===== config.mk =====
export PLATFORM = sky130hd
export DESIGN_NAME = uart_frame_checker_fifo
export DESIGN_NICKNAME = d
export VERILOG_FILES = /design/src/rtl/uart_frame_checker.sv
export SDC_FILE = /design/constraint.sdc
export NUM_CORES = 1
export LEC_CHECK = 0
export ABC_AREA = 1
export BUFFER_PORTS_ARGS = -buffer_cell sky130_fd_sc_hd__buf_4
export CAP_MARGIN = 40
export CELL_PAD_IN_SITES_DETAIL_PLACEMENT = 2
export CELL_PAD_IN_SITES_GLOBAL_PLACEMENT = 2
export CORE_AREA = 4 4 137 139
export DETAILED_ROUTE_END_ITERATION = 8
export DIE_AREA = 0 0 141 143
export PLACE_DENSITY_LB_ADDON = 0.2
export SYNTH_ARGS = -nofsm -noshare
export SYNTH_HDL_FRONTEND = slang
export SYNTH_SLANG_ARGS = --single-unit

===== constraint.sdc =====
create_clock -name clk_i -period 2 [get_ports clk_i]
set_input_delay 0.1 -clock clk_i [delete_from_list [all_inputs] [get_ports clk_i]]
set_output_delay 0.1 -clock clk_i [all_outputs]
set_load 0.03 [all_outputs]

===== src/rtl/uart_frame_checker.sv =====
// Generic single-clock FIFO exposing its head word combinationally.
// Push/pop take effect on the next edge; a push is refused while full.
module uart_frame_checker_fifo #(
    parameter int W     = 8,
    parameter int DEPTH = 16,
    parameter int AW    = $clog2(DEPTH)
) (
    input  logic          clk_i,
    input  logic          rst_ni,
    input  logic          push_i,
    input  logic [W-1:0]  din_i,
    input  logic          pop_i,
    output logic [W-1:0]  head_o,
    output logic [AW:0]   count_o,
    output logic          ready_o
);
    logic [W-1:0]  mem_q [DEPTH];
    logic [AW-1:0] wr_q, rd_q;
    logic [AW:0]   count_q, count_d;
    logic          push_ok, pop_ok;

    assign ready_o = (count_q != (AW+1)'(DEPTH));
    assign push_ok = push_i && ready_o;
    assign pop_ok  = pop_i && (count_q != '0);
    assign head_o  = mem_q[rd_q];
    assign count_o = count_q;

    always_comb begin
        count_d = count_q;
        if (push_ok && !pop_ok) begin
            count_d = count_q + (AW+1)'(1);
        end else if (!push_ok && pop_ok) begin
            count_d = count_q - (AW+1)'(1);
        end
    end

    always_ff @(posedge clk_i or negedge rst_ni) begin
        if (!rst_ni) begin
            wr_q    <= '0;
            rd_q    <= '0;
            count_q <= '0;
        end else begin
            if (push_ok) wr_q <= wr_q + AW'(1);
            if (pop_ok)  rd_q <= rd_q + AW'(1);
            count_q <= count_d;
        end
    end

    always_ff @(posedge clk_i) begin
        if (push_ok) mem_q[wr_q] <= din_i;
    end
endmodule



; ---- After elaboration in Yosys (flattened, before gate mapping)
; Memories as Yosys holds them, arrays and structs flattened.
; Cells that the tools add are included.
[totals]
ff_bits = 13
mem_bits_rw = 128
out_inout_bits = 14
wordCells = 21
n_memories = 1
[classes]
addsub = 4
n_eq_ne = 1
muxes = 4
n_reduce_logical = 8
[mem_list]
columns = name, words, word_bits, read_ports, rd_ports_with_merged_regs, write_ports, line_no
row1 = mem_q, 16, 8, 1, 0, 1, 17  ; logic [W-1:0] mem_q [DEPTH];
[ops]
columns = op, n
row1 = $mux W5, 2
row2 = $add A4 B1 Y4 const B, 2
row3 = $add A5 B1 Y5 const B, 1
row4 = $ne A5 B5 Y1 const B, 1
row5 = $reduce_bool A5 Y1, 1
row6 = $sub A5 B1 Y5 const B, 1
row7 = $logic_and A1 B1 Y1, 4
row8 = $logic_not A1 Y1, 2
row9 = $mux W1, 2
row10 = $reduce_bool A2 Y1, 1

; ---- Depth between registers and ports, before layout
; Gate-level depths: netlist of run 1.
[depth]
word_depth = 6
depth_mapped = 14

; ---- Worst setup path after synthesis of run 1
; Ideal clock, no wire load.
[synth_timing]
kind = register to register
start = reg count_q[0] (netlist: count_o[0])
end = reg count_q[4] (netlist: count_o[4])
setup_time_ns = 0.117
t_arrival_ns = 2.273
path_slack_ns = -0.390
path_stages_with_launch = 14
n_path_buf = 0
cell_sequence = dfrtp_1 nor2_1 nand4_2 nand2_1 inv_2 ha_1 inv_1 ha_1 nand2_1 nand3_1 nand3_1 nand2_1 nand2_1 nand2_1
[synth_via]
elab_chain_cells = 5
elab_cells_between_ends = 13
classes_between = 2 x add/sub / 1 x eq/ne / 2 x mux / 8 x reduce/logical
[synth_lines]
columns = item, line_no
row1 = from (decl), 19  ; logic [AW:0] count_q, count_d;
row2 = from (signal assigned), 45  ; count_q <= count_d;
row3 = $ne A5 B5 Y1 *, 22  ; assign ready_o = (count_q != (AW+1)'(DEPTH));
row4 = net ready_o, 15  ; output logic ready_o
row5 = $logic_and A1 B1 Y1 *, 23  ; assign push_ok = push_i && ready_o;
row6 = net push_ok, 20  ; logic push_ok, pop_ok;
row7 = $logic_not A1 Y1, 32  ; end else if (!push_ok && pop_ok) begin
row8 = $logic_and A1 B1 Y1, 32
row9 = $reduce_bool A2 Y1 (no line), --
; Mark *: on every way through the listed nets, which the timed path passes. The rest lies on a longest branch. The select of a mux whose other input is x is not followed.
; A chain may end at the register's enable or synchronous reset.

; ---- Worst setup path in the final report of run 1
[layout_timing]
start = reg rd_q[0]
end = out head_o[2]
[layout_via]
elab_chain_cells = 1
[layout_lines]
columns = item, line_no
row1 = from (decl), 18  ; logic [AW-1:0] wr_q, rd_q;
row2 = from (signal assigned), 44  ; if (pop_ok) rd_q <= rd_q + AW'(1);
row3 = $mem_v2 Z16 W8, --
row4 = to (decl), 13  ; output logic [W-1:0] head_o,
; No other way between the ends.

==> results.ini, run 1 <==
[setup_path]
worstPathMaxFanout=6
max_stage_delay_ps=410
critPathKind=reg2out
cp_cell_sequence=buf_12 > inv_12 > buf_12 > nand2_1 > nand3_1 > nand2_2 > nor2_4 > nand2_2 > nand2_2 > buf_6
cp_top_family=simple AND/OR/NAND/NOR gates
crit_top_cell=nand2_2
required_ps=1900
worst-path-buf-inv=4
endpoint_kind=primary output
cp_data_arrival_time_ps=1960
critPathSlowestCell=dfrtp_2
critical_path.startpoint_type=flop

[layout]
drive_gt1_share_pct=32.0
design_area_um2=8340
fill_cells=1757
stdcell_count=933
syn2layout_area_growth_pct=33.7
antennaDiodeCount=0
nNetsFinal=716

[global_route]
overflow=0
antenna_found_initial=0
grtUsageTotal_pct=20.4
grt_pass1_wl_um=30200
grt_max_degree=26
grt_pass1_vias=5137

[outcome]
status=complete, but fails checks
violations=negative setup slack

[floorplan]
pin_count=26
die_area_um2=20200
rows=49
die_width_um=141
core_area_um2=17700
die_h_um=143
initial_core_util_pct=35.4

[detailed_routing]
first_pass_iters=4
wl_um=21500
wl_met3_um=725
antenna_left=0
wl_per_cell_um=23.1
wl_met2_um=11700
vias=4684
top_layer=met4
drtIter0Drc=350
drcViolationCount=0
wl_met1_um=8600
vias_per_cell=5.02

[sta]
period_minus_slack_ps=2060
hold_violations=0
tightest_slew_ps=334
drv_slew=0
fin_crit_sh_pct=103
setup_violations=4
clock_skew_ps=6.62
rsz0062_at_grt=true
setup_ws_ps=-56.6
slew_headroom_pct=77.7
fmax_mhz=486

[pwr]
p_int_w=0.00827
peakVddDrop_v=0.000778
seq_power_share_pct=28.2
power.switching_w=0.00548
clkPwrFrac_pct=24.6
switching_share_pct=39.9
combPwrFrac_pct=47.2
p_per_area_nw_per_um2=1650
total_leakage_power_nw=3.46

[logic_synthesis]
ys_seq_elements=141
syn_inst=618
synth_fp_nets=640
synth_area_um2=6240
syn_avg_cell_area_um2=10.1
yosys_warnings=0
synth.distinct_cells=22
yosysSeqAreaShare_pct=66.8

[cts]
cts_buffer_depth=2
clk_pin_slew_ps=60
cts-root-buf=clkbuf_16
worstSkewPairLatency_ps=430
cts.sinks=141
cts_tree=done
htree_levels=4
numCtsBuffers=17

[placed_design]
numPortBuffers=25
dpl.cell_count=880
dp_hpwl_um=12600
place_congestion=0.754
place_area_um2=6870

[hold_path]
hold_class=in2reg

[flow_run]
max_cap_viol_count=0

## per-layer routing
metal,vias up,global-route usage (%)
li1,2144,-
met1,2411,24.1
met2,99,37.6
met5,-,0
met3,30,3.68
met4,0,6.63
## flip-flops by register name, summed over array words and instances (netlist names)
register and flops:
wr_q 4, count_o 5, mem_q 128, rd_q 4
## power groups by stage
stage,registers [W],clock network [W],logic (W)
6_report,0.00388,0.00338,0.00650
5_1_grt,0.00391,0.00357,0.00699
4_1_cts,0.00385,0.00341,0.00569
3_5_place_dp,0.00392,0,0.00461
3_3_place_gp,0.00389,0,0.00438
2_1_floorplan,0.00394,0,0.00284
## timing repair
| item | in CTS | in global routing |
|---|---|---|
| gates resized for setup | 66 | 99 |
| hold buffers | 3 | 0 |
| endpoints found under the hold margin | 19 | 0 |
| pin swaps | 8 | 50 |
| setup buffers | 6 | 10 |
| cloned | 3 | 3 |
| setup endpoints to repair | 10 | 10 |
## synthesized netlist by cell type
cell type    n  area share, %
clkinv_1     1          0.060
inv_2        5           0.30
o21ai_1      1          0.080
o22ai_1      1           0.10
xnor2_1      3           0.42
buf_4        5           0.60
inv_1       61            3.7
nand4_1      2           0.20
xor2_1       3           0.42
nand2_1    241             14
ha_1         9            1.8
nor2_8       1           0.32
nor2_1      66            4.0
clkbuf_1     2           0.12
nand4_2      1           0.20
o21ai_0      3           0.24
edfxtp_1   128             62
fa_1         1           0.32
dfrtp_1     13            5.2
buf_2       12           0.96
nand3_1     57            4.6
buf_6        2           0.36
## layout make-up
type	count	area, µm²	area share, %
Inverter	67	280	3.36
Clock inverter	10	173	2.07
Tap cell	229	287	3.43
Timing Repair Buffer	78	851	10.2
Multi-Input combinational cell	389	2140	25.7
Sequential cell	141	4180	50.1
Clock buffer	19	433	5.19
## cells by family after synthesis
family / Yosys count / share of synthesized area, %
buffers and inverters: 88 / 6.07
AOI/OAI and AO/OA: 5 / 0.421
xor gates and xnor gates: 6 / 0.842
adders and majority gates: 10 / 2.12
and+or+nand+nor: 368 / 23.8
DFF: 141 / 66.8
## per-stage QoR
stage	utilization, %	setup TNS [ps]	hold WS (ps)	power (W)	setup WS [ps]
after floorplan	-	0	-196	0.00678	4.76
after global placement	38.9	0	-39.1	0.00826	92.5
after detailed placement	38.9	-101	-33.7	0.00853	-50.9
after CTS	44.6	-75.6	19.5	0.0129	-15.7
after global routing	47.3	-875	22.1	0.0145	-138
final	47.3	-111	24.9	0.0138	-56.6
## layout by cell type, fill, tap and decap left out, drive strengths merged, types with 6 or more instances in the layout
master  instances
clkbuf         22
nand2         241
nor2           67
dfrtp          13
buf            72
clkinv          6
inv            66
nand3          57
edfxtp        128
ha              9
## worst reg2reg max path, delay by kind of cell (launching register included)
family / cells / cell delay [ps]
and+or+nand+nor: 10 / 930
adders and majority gates: 2 / 530
DFF: 1 / 420
buffers and inverters: 1 / 50
## worst paths after layout
| path | startpoint | end | slack [ps] | cells past startpoint |
|---|---|---|---|---|
| worst max register to register | count_o[0] | count_o[4] | 10 | 13 |
| worst max-delay path | rd_q[0] | head_o[2] | -60 | 10 |
| worst min-delay path | din_i[6] | mem_q[12][6] | 20 | 1 |
| max in group asynchronous | rst_ni | rd_q[3] | 1750 | 2 |
| worst min register to register | wr_q[3] | wr_q[3] | 560 | 2 |
| min in group asynchronous | rst_ni | count_o[1] | 50 | 2 |
Power figures use the tool's default switching activity.
==> inputs of run 2 (changes only) <==
- RECOVER_POWER: unset -> 100
==> results.ini, run 2 (synthesis gave the netlist of run 1 again) <==
[outcome]
status=complete, but fails checks
violations=negative setup slack

[cts]
numCtsBuffers=17  ; unchanged
cts.sinks=141  ; unchanged
cts-root-buf=clkbuf_16
htree_levels=4  ; unchanged
cts_tree=done
worstSkewPairLatency_ps=430  ; about the same
cts_buffer_depth=2  ; unchanged
clk_pin_slew_ps=60  ; about the same

[setup_path]
critPathKind=reg2out
endpoint_kind=primary output
critical_path.startpoint_type=flop
ff2ff_setup_slack_ps=10  ; about the same
cp_data_arrival_time_ps=1950  ; about the same
crit_top_cell=nand2_2
r2r-end=count_o[4]
required_ps=1900  ; about the same
cp_top_family=simple AND/OR/NAND/NOR gates
max_stage_delay_ps=410  ; about the same
cp_cell_sequence=buf_12 > inv_12 > buf_12 > nand2_1 > nand3_1 > nand2_2 > nor2_4 > nand2_2 > nand2_2 > buf_6
critPathSlowestCell=dfrtp_2
reg2regPathDepth=13  ; unchanged
r2r-start=count_o[0]
worstPathMaxFanout=6  ; unchanged
worst-path-buf-inv=4  ; unchanged

[layout]
seq_area_um2=4180  ; unchanged
mostFrequentLayoutCell=nand2_1
utilization_pct=47.1  ; -0.19 points
final_cell_mix=nand2_1, edfxtp_1, inv_1
nNetsFinal=716  ; unchanged
syn2layout_area_growth_pct=33.1
antennaDiodeCount=0  ; unchanged
stdcell_count=933  ; unchanged
drive_gt1_share_pct=30.7  ; -1.3 points
fill_cells=1760  ; +0.17%
largest_reg_flops=128  ; unchanged
multi_input_area_um2=2140  ; unchanged
top_register=mem_q

[global_route]
overflow=0  ; unchanged
met3_usage_pct=3.68  ; unchanged
grt_max_degree=26  ; unchanged
grt_pass1_vias=5137  ; unchanged
grtUsageTotal_pct=20.4  ; unchanged
antenna_found_initial=0  ; unchanged
grt_pass1_wl_um=30200  ; unchanged
top_usage_layer=met2
grt_use_met1_pct=24.1  ; unchanged
met2_usage_pct=37.6  ; unchanged

[detailed_routing]
first_pass_iters=4  ; unchanged
antenna_left=0  ; unchanged
drcViolationCount=0  ; unchanged
wl_per_cell_um=23.1  ; +0.16%
vias=4750  ; +1.4%
vias_per_cell=5.09  ; +1.4%
drtIter0Drc=355  ; +1.4%
wl_um=21600  ; +0.16%

[sta]
slew_headroom_pct=32.4  ; -45 points
fmax_mhz=488  ; +0.32%
rsz0062_at_grt=true
drv_slew=0  ; unchanged
setup_violations=4  ; unchanged
setup_ws_ps=-50.0  ; +6.51 ps
period_minus_slack_ps=2050  ; -6.51 ps
hold_violations=0  ; unchanged
fin_crit_sh_pct=103  ; -0.33 points
tightest_slew_ps=1010  ; +679 ps
clock_skew_ps=6.85  ; +0.230 ps

[floorplan]
die_area_um2=20200  ; unchanged
pin_count=26  ; unchanged
initial_core_util_pct=35.4  ; unchanged
core_area_um2=17700  ; unchanged
die_h_um=143  ; unchanged
rows=49  ; unchanged
die_width_um=141  ; unchanged

[pwr]
peakVddDrop_v=0.000779  ; +0.10%
p_per_area_nw_per_um2=1650  ; +0.40%
total_leakage_power_nw=3.43  ; -0.95%

[placed_design]
dp_slack_ps=-50.9  ; unchanged
numPortBuffers=25  ; unchanged
dpl.cell_count=880  ; unchanged
dp_hpwl_um=12600  ; unchanged
place_congestion=0.754  ; unchanged

[flow_run]
max_cap_viol_count=0  ; unchanged

[hold_path]
hold_class=in2async

run 2: how the worst max path moves through the flow:
stage	from	endpoint	slack [ps]	depth (start not counted)
floorplan	count_o[1]	count_o[4]	5	13
global placement	count_o[1]	count_o[4]	90	12
detailed placement	count_o[1]	count_o[4]	-50	13
CTS	rd_q[0]	head_o[3]	-20	8
global route	rd_q[0]	head_o[5]	-140	10
finish	rd_q[0]	head_o[2]	-50	10
run 2: worst reg2reg max path: stages (launching register included):
cell	delay, ps
dfrtp_2	420
nor2_4	150
nand4_1	150
nand2_2	130
ha_4	160
inv_6	50
fa_2	370
nand2_2	100
nand3_2	90
nand2_1	90
nand2_1	50
nand2_1	50
nand2_1	50
nand2_1	60
run 2: through the flow:
| stage | TNS (ps) | hold WS (ps) | cell area (µm²) | power [W] |
|---|---|---|---|---|
| global placement | 0 | -39.1 | 6870 | 0.00826 |
| detailed placement | -101 | -33.7 | 6870 | 0.00853 |
| global route | -873 | 333 | 8310 | 0.0145 |
| CTS | -75.6 | 19.5 | 7880 | 0.0129 |
| floorplan | 0 | -196 | 6300 | 0.00678 |
| finish | -113 | 267 | 8310 | 0.0138 |
run 2: area by class of cell:
cell class | instances | area share (%)
Clock buffer | 19 | 5.21
Clock inverter | 10 | 2.08
Inverter | 67 | 3.37
Multi-Input combinational cell | 389 | 25.8
Sequential cell | 141 | 50.3
Tap cell | 229 | 3.45
Timing Repair Buffer | 78 | 9.83
run 2: where the power goes:
group	internal [W]	switching [W]
clock	0.00217	0.00121
combinational	0.00248	0.00402
sequential	0.00361	0.000267
run 2: per-layer routing:
layer | vias up | share of wire (%)
li1 | 2143 | -
met1 | 2471 | 40
met2 | 109 | 54
met3 | 27 | 3.4
met4 | 0 | 2.2
met5 | - | 0
run 2: timing repair:
item | in CTS | in global routing
cloned | 3 | 3
setup buffers | 6 | 10
pin swaps | 8 | 50
setup endpoints to repair | 10 | 10
endpoints found under the hold margin | 19 | 0
gates resized for setup | 66 | 99
hold buffers | 3 | 0
==> inputs of run 3 (changes only) <==
- ABC_AREA: 1 -> unset
- CORE_AREA: 4 4 137 139 -> 4 4 123 125
- DIE_AREA: 0 0 141 143 -> 0 0 127 129
==> results.ini, run 3 <==
[outcome]
status=complete, but fails checks
violations=negative setup slack

[logic_synthesis]
synth_fp_nets=343  ; -46%
synthFlopType=edfxtp_1
synth.most_common_cell=edfxtp_1
syn_avg_cell_area_um2=17.9  ; +77%
synth_edf_count=128  ; unchanged
yosysSeqAreaShare_pct=72.5  ; +5.7 points
synth.distinct_cells=34  ; +55%
syn_inst=321  ; -48%
synthArstFlopShare_pct=9.22  ; unchanged
synth_area_um2=5750  ; -7.8%
yosys-top-cells-area=edfxtp_1, mux4_2, mux2i_1
netlist.area_leader.share_pct=66.8  ; +5.2 points
ys_seq_elements=141  ; unchanged
synth_top_cell_by_area=edfxtp_1
yosys_warnings=0  ; unchanged
synth_common_cells=edfxtp_1, mux2i_1, nand2_1, mux4_2, a221oi_1

[cts]
htree_levels=4  ; unchanged
clk_pin_slew_ps=60  ; about the same
cts_tree=done
cts-root-buf=clkbuf_16
numCtsBuffers=17  ; unchanged
worstSkewPairLatency_ps=420  ; about the same
cts_buffer_depth=2  ; unchanged
cts.sinks=141  ; unchanged

[placed_design]
numPortBuffers=25  ; unchanged
dp_hpwl_um=9860  ; -21%
place_congestion=0.783  ; +3.9%

[sta]
hold_violations=0  ; unchanged
clock_skew_ps=9.97  ; +3.12 ps
rsz0062_at_grt=true
setup_violations=145  ; +141
slew_headroom_pct=32.2  ; -0.21 points
setup_ws_ps=-750  ; -700 ps
finalSetupTns_ps=-37000  ; -36890 ps
fmax_mhz=364  ; -25%
tightest_slew_ps=1020  ; +3.13 ps
drv_slew=0  ; unchanged
period_minus_slack_ps=2750  ; +700 ps
fin_crit_sh_pct=137  ; +35 points

[layout]
drive_gt1_share_pct=46.3  ; +16 points
top_register=mem_q
antennaDiodeCount=0  ; unchanged
syn2layout_area_growth_pct=38.2
largest_reg_flops=128  ; unchanged
nNetsFinal=452  ; -37%
mostFrequentLayoutCell=edfxtp_1
utilization_pct=57.3  ; +10 points
final_cell_mix=edfxtp_1, buf_4, buf_6

[floorplan]
die_area_um2=16400  ; -19%
initial_core_util_pct=41.4  ; +6.1 points
rows=43  ; -12%
die_h_um=129  ; -9.8%
core_area_um2=13900  ; -21%
die_width_um=127  ; -9.9%
pin_count=26  ; unchanged

[pwr]
seq_power_share_pct=28.8  ; +0.6 points
clkPwrFrac_pct=25.1  ; +0.5 points
total_leakage_power_nw=2.85  ; -17%
peakVddDrop_v=0.000790  ; +1.4%
combPwrFrac_pct=46.1  ; -1.1 points
switching_share_pct=36.9  ; -3.0 points
p_per_area_nw_per_um2=1690  ; +1.9%
power.switching_w=0.00495  ; -9.9%
p_int_w=0.00846  ; +2.3%

[global_route]
grtUsageTotal_pct=23.7  ; +3.3 points
antenna_found_initial=0  ; unchanged
grt_pass1_vias=3957  ; -23%
grt_max_degree=19  ; -27%
overflow=0  ; unchanged
grt_pass1_wl_um=27300  ; -9.6%

[setup_path]
critical_path.startpoint_type=flop
critPathKind=reg2reg
required_ps=2320  ; +420 ps
reg2regPathDepth=10  ; -3
worstPathMaxFanout=4  ; -2
cp_data_arrival_time_ps=3070  ; +1120 ps
endpoint_kind=flop

[detailed_routing]
drtIter0Drc=262  ; -26%
antenna_left=0  ; unchanged
wl_um=18700  ; -13%
drcViolationCount=0  ; unchanged
vias_per_cell=5.57  ; +9.4%
first_pass_iters=4  ; unchanged
wl_per_cell_um=30.1  ; +30%
vias=3471  ; -27%

[hold_path]
worstHoldPathCells=4
hold_class=in2reg

[flow_run]
max_cap_viol_count=0  ; unchanged

## run 3: layer usage
metal	vias to the layer above	GRT usage, %	share of wire (%)
li1	1500	-	-
met1	1882	30.2	41
met2	74	41.4	55
met3	15	3.74	3.1
met4	0	8.52	1.6
met5	-	0	0
## run 3: worst max-delay path: stages (launching register included)
cell,delay [ps]
dfrtp_2,410
or4_4,530
o21a_1,240
inv_2,100
ha_4,150
inv_4,50
fa_2,360
a21o_1,200
a21oi_2,160
mux2i_2,270
xnor2_1,180
## run 3: final timing paths
path                       startpoint         end  slack (ps)
max                        count_o[3]  count_o[4]        -750
min                            push_i  count_o[3]         290
max reg2reg                count_o[3]  count_o[4]        -750
min reg2reg                   wr_q[1]     wr_q[1]         580
max in group asynchronous      rst_ni  count_o[0]         970
min in group asynchronous      rst_ni     wr_q[2]         360
## run 3: layout make-up
cell class	count	area (µm²)
clock buffer	19	433
clock inverter	13	173
fill	1206	5930
inverter	5	21.3
multi-input combinational	158	1870
sequential	141	4170
tap	180	225
timing repair buffer	107	1060
## run 3: logic make-up after synthesis
kind of cell             count (synthesis)  synth area share [%]
buffers and inverters                   22                  2.65
flip-flops                             141                  72.5
XOR/XNOR                                10                  1.52
AO/OA/AOI/OAI                           41                  5.31
multiplexers                            50                  12.2
AND/OR/NAND/NOR                         47                  3.55
adder cells (fa/ha/maj)                 10                  2.31
## run 3: through the flow
stage | area (µm²) | worst slack (ps) | hold WS [ps] | instances | power, W
final | 7950 | -750 | 295 | 623 | 0.0134
after global routing | 7950 | -811 | 310 | 623 | 0.0139
after CTS | 7860 | -525 | 3.19 | 613 | 0.0129
after detailed placement | 6360 | -516 | -24.2 | 542 | 0.00817
after global placement | 6340 | -432 | -31.0 | 539 | 0.00795
after floorplan | 5810 | -550 | -196 | 321 | 0.00659
## run 3: timing repair
action	CTS	global route
gates cloned	1	0
endpoints found under the hold margin	32	0
pin swaps	34	26
setup endpoints to repair	140	144
resized for setup	108	21
hold buffers	3	0
buffers inserted	37	15
## run 3: power by group through the flow
stage,registers [W],clock network (W),logic (W)
final,0.00386,0.00336,0.00618
after global routing,0.00390,0.00353,0.00651
after CTS,0.00383,0.00330,0.00578
after detailed placement,0.00387,0,0.00430
after global placement,0.00383,0,0.00412
after floorplan,0.00393,0,0.00266
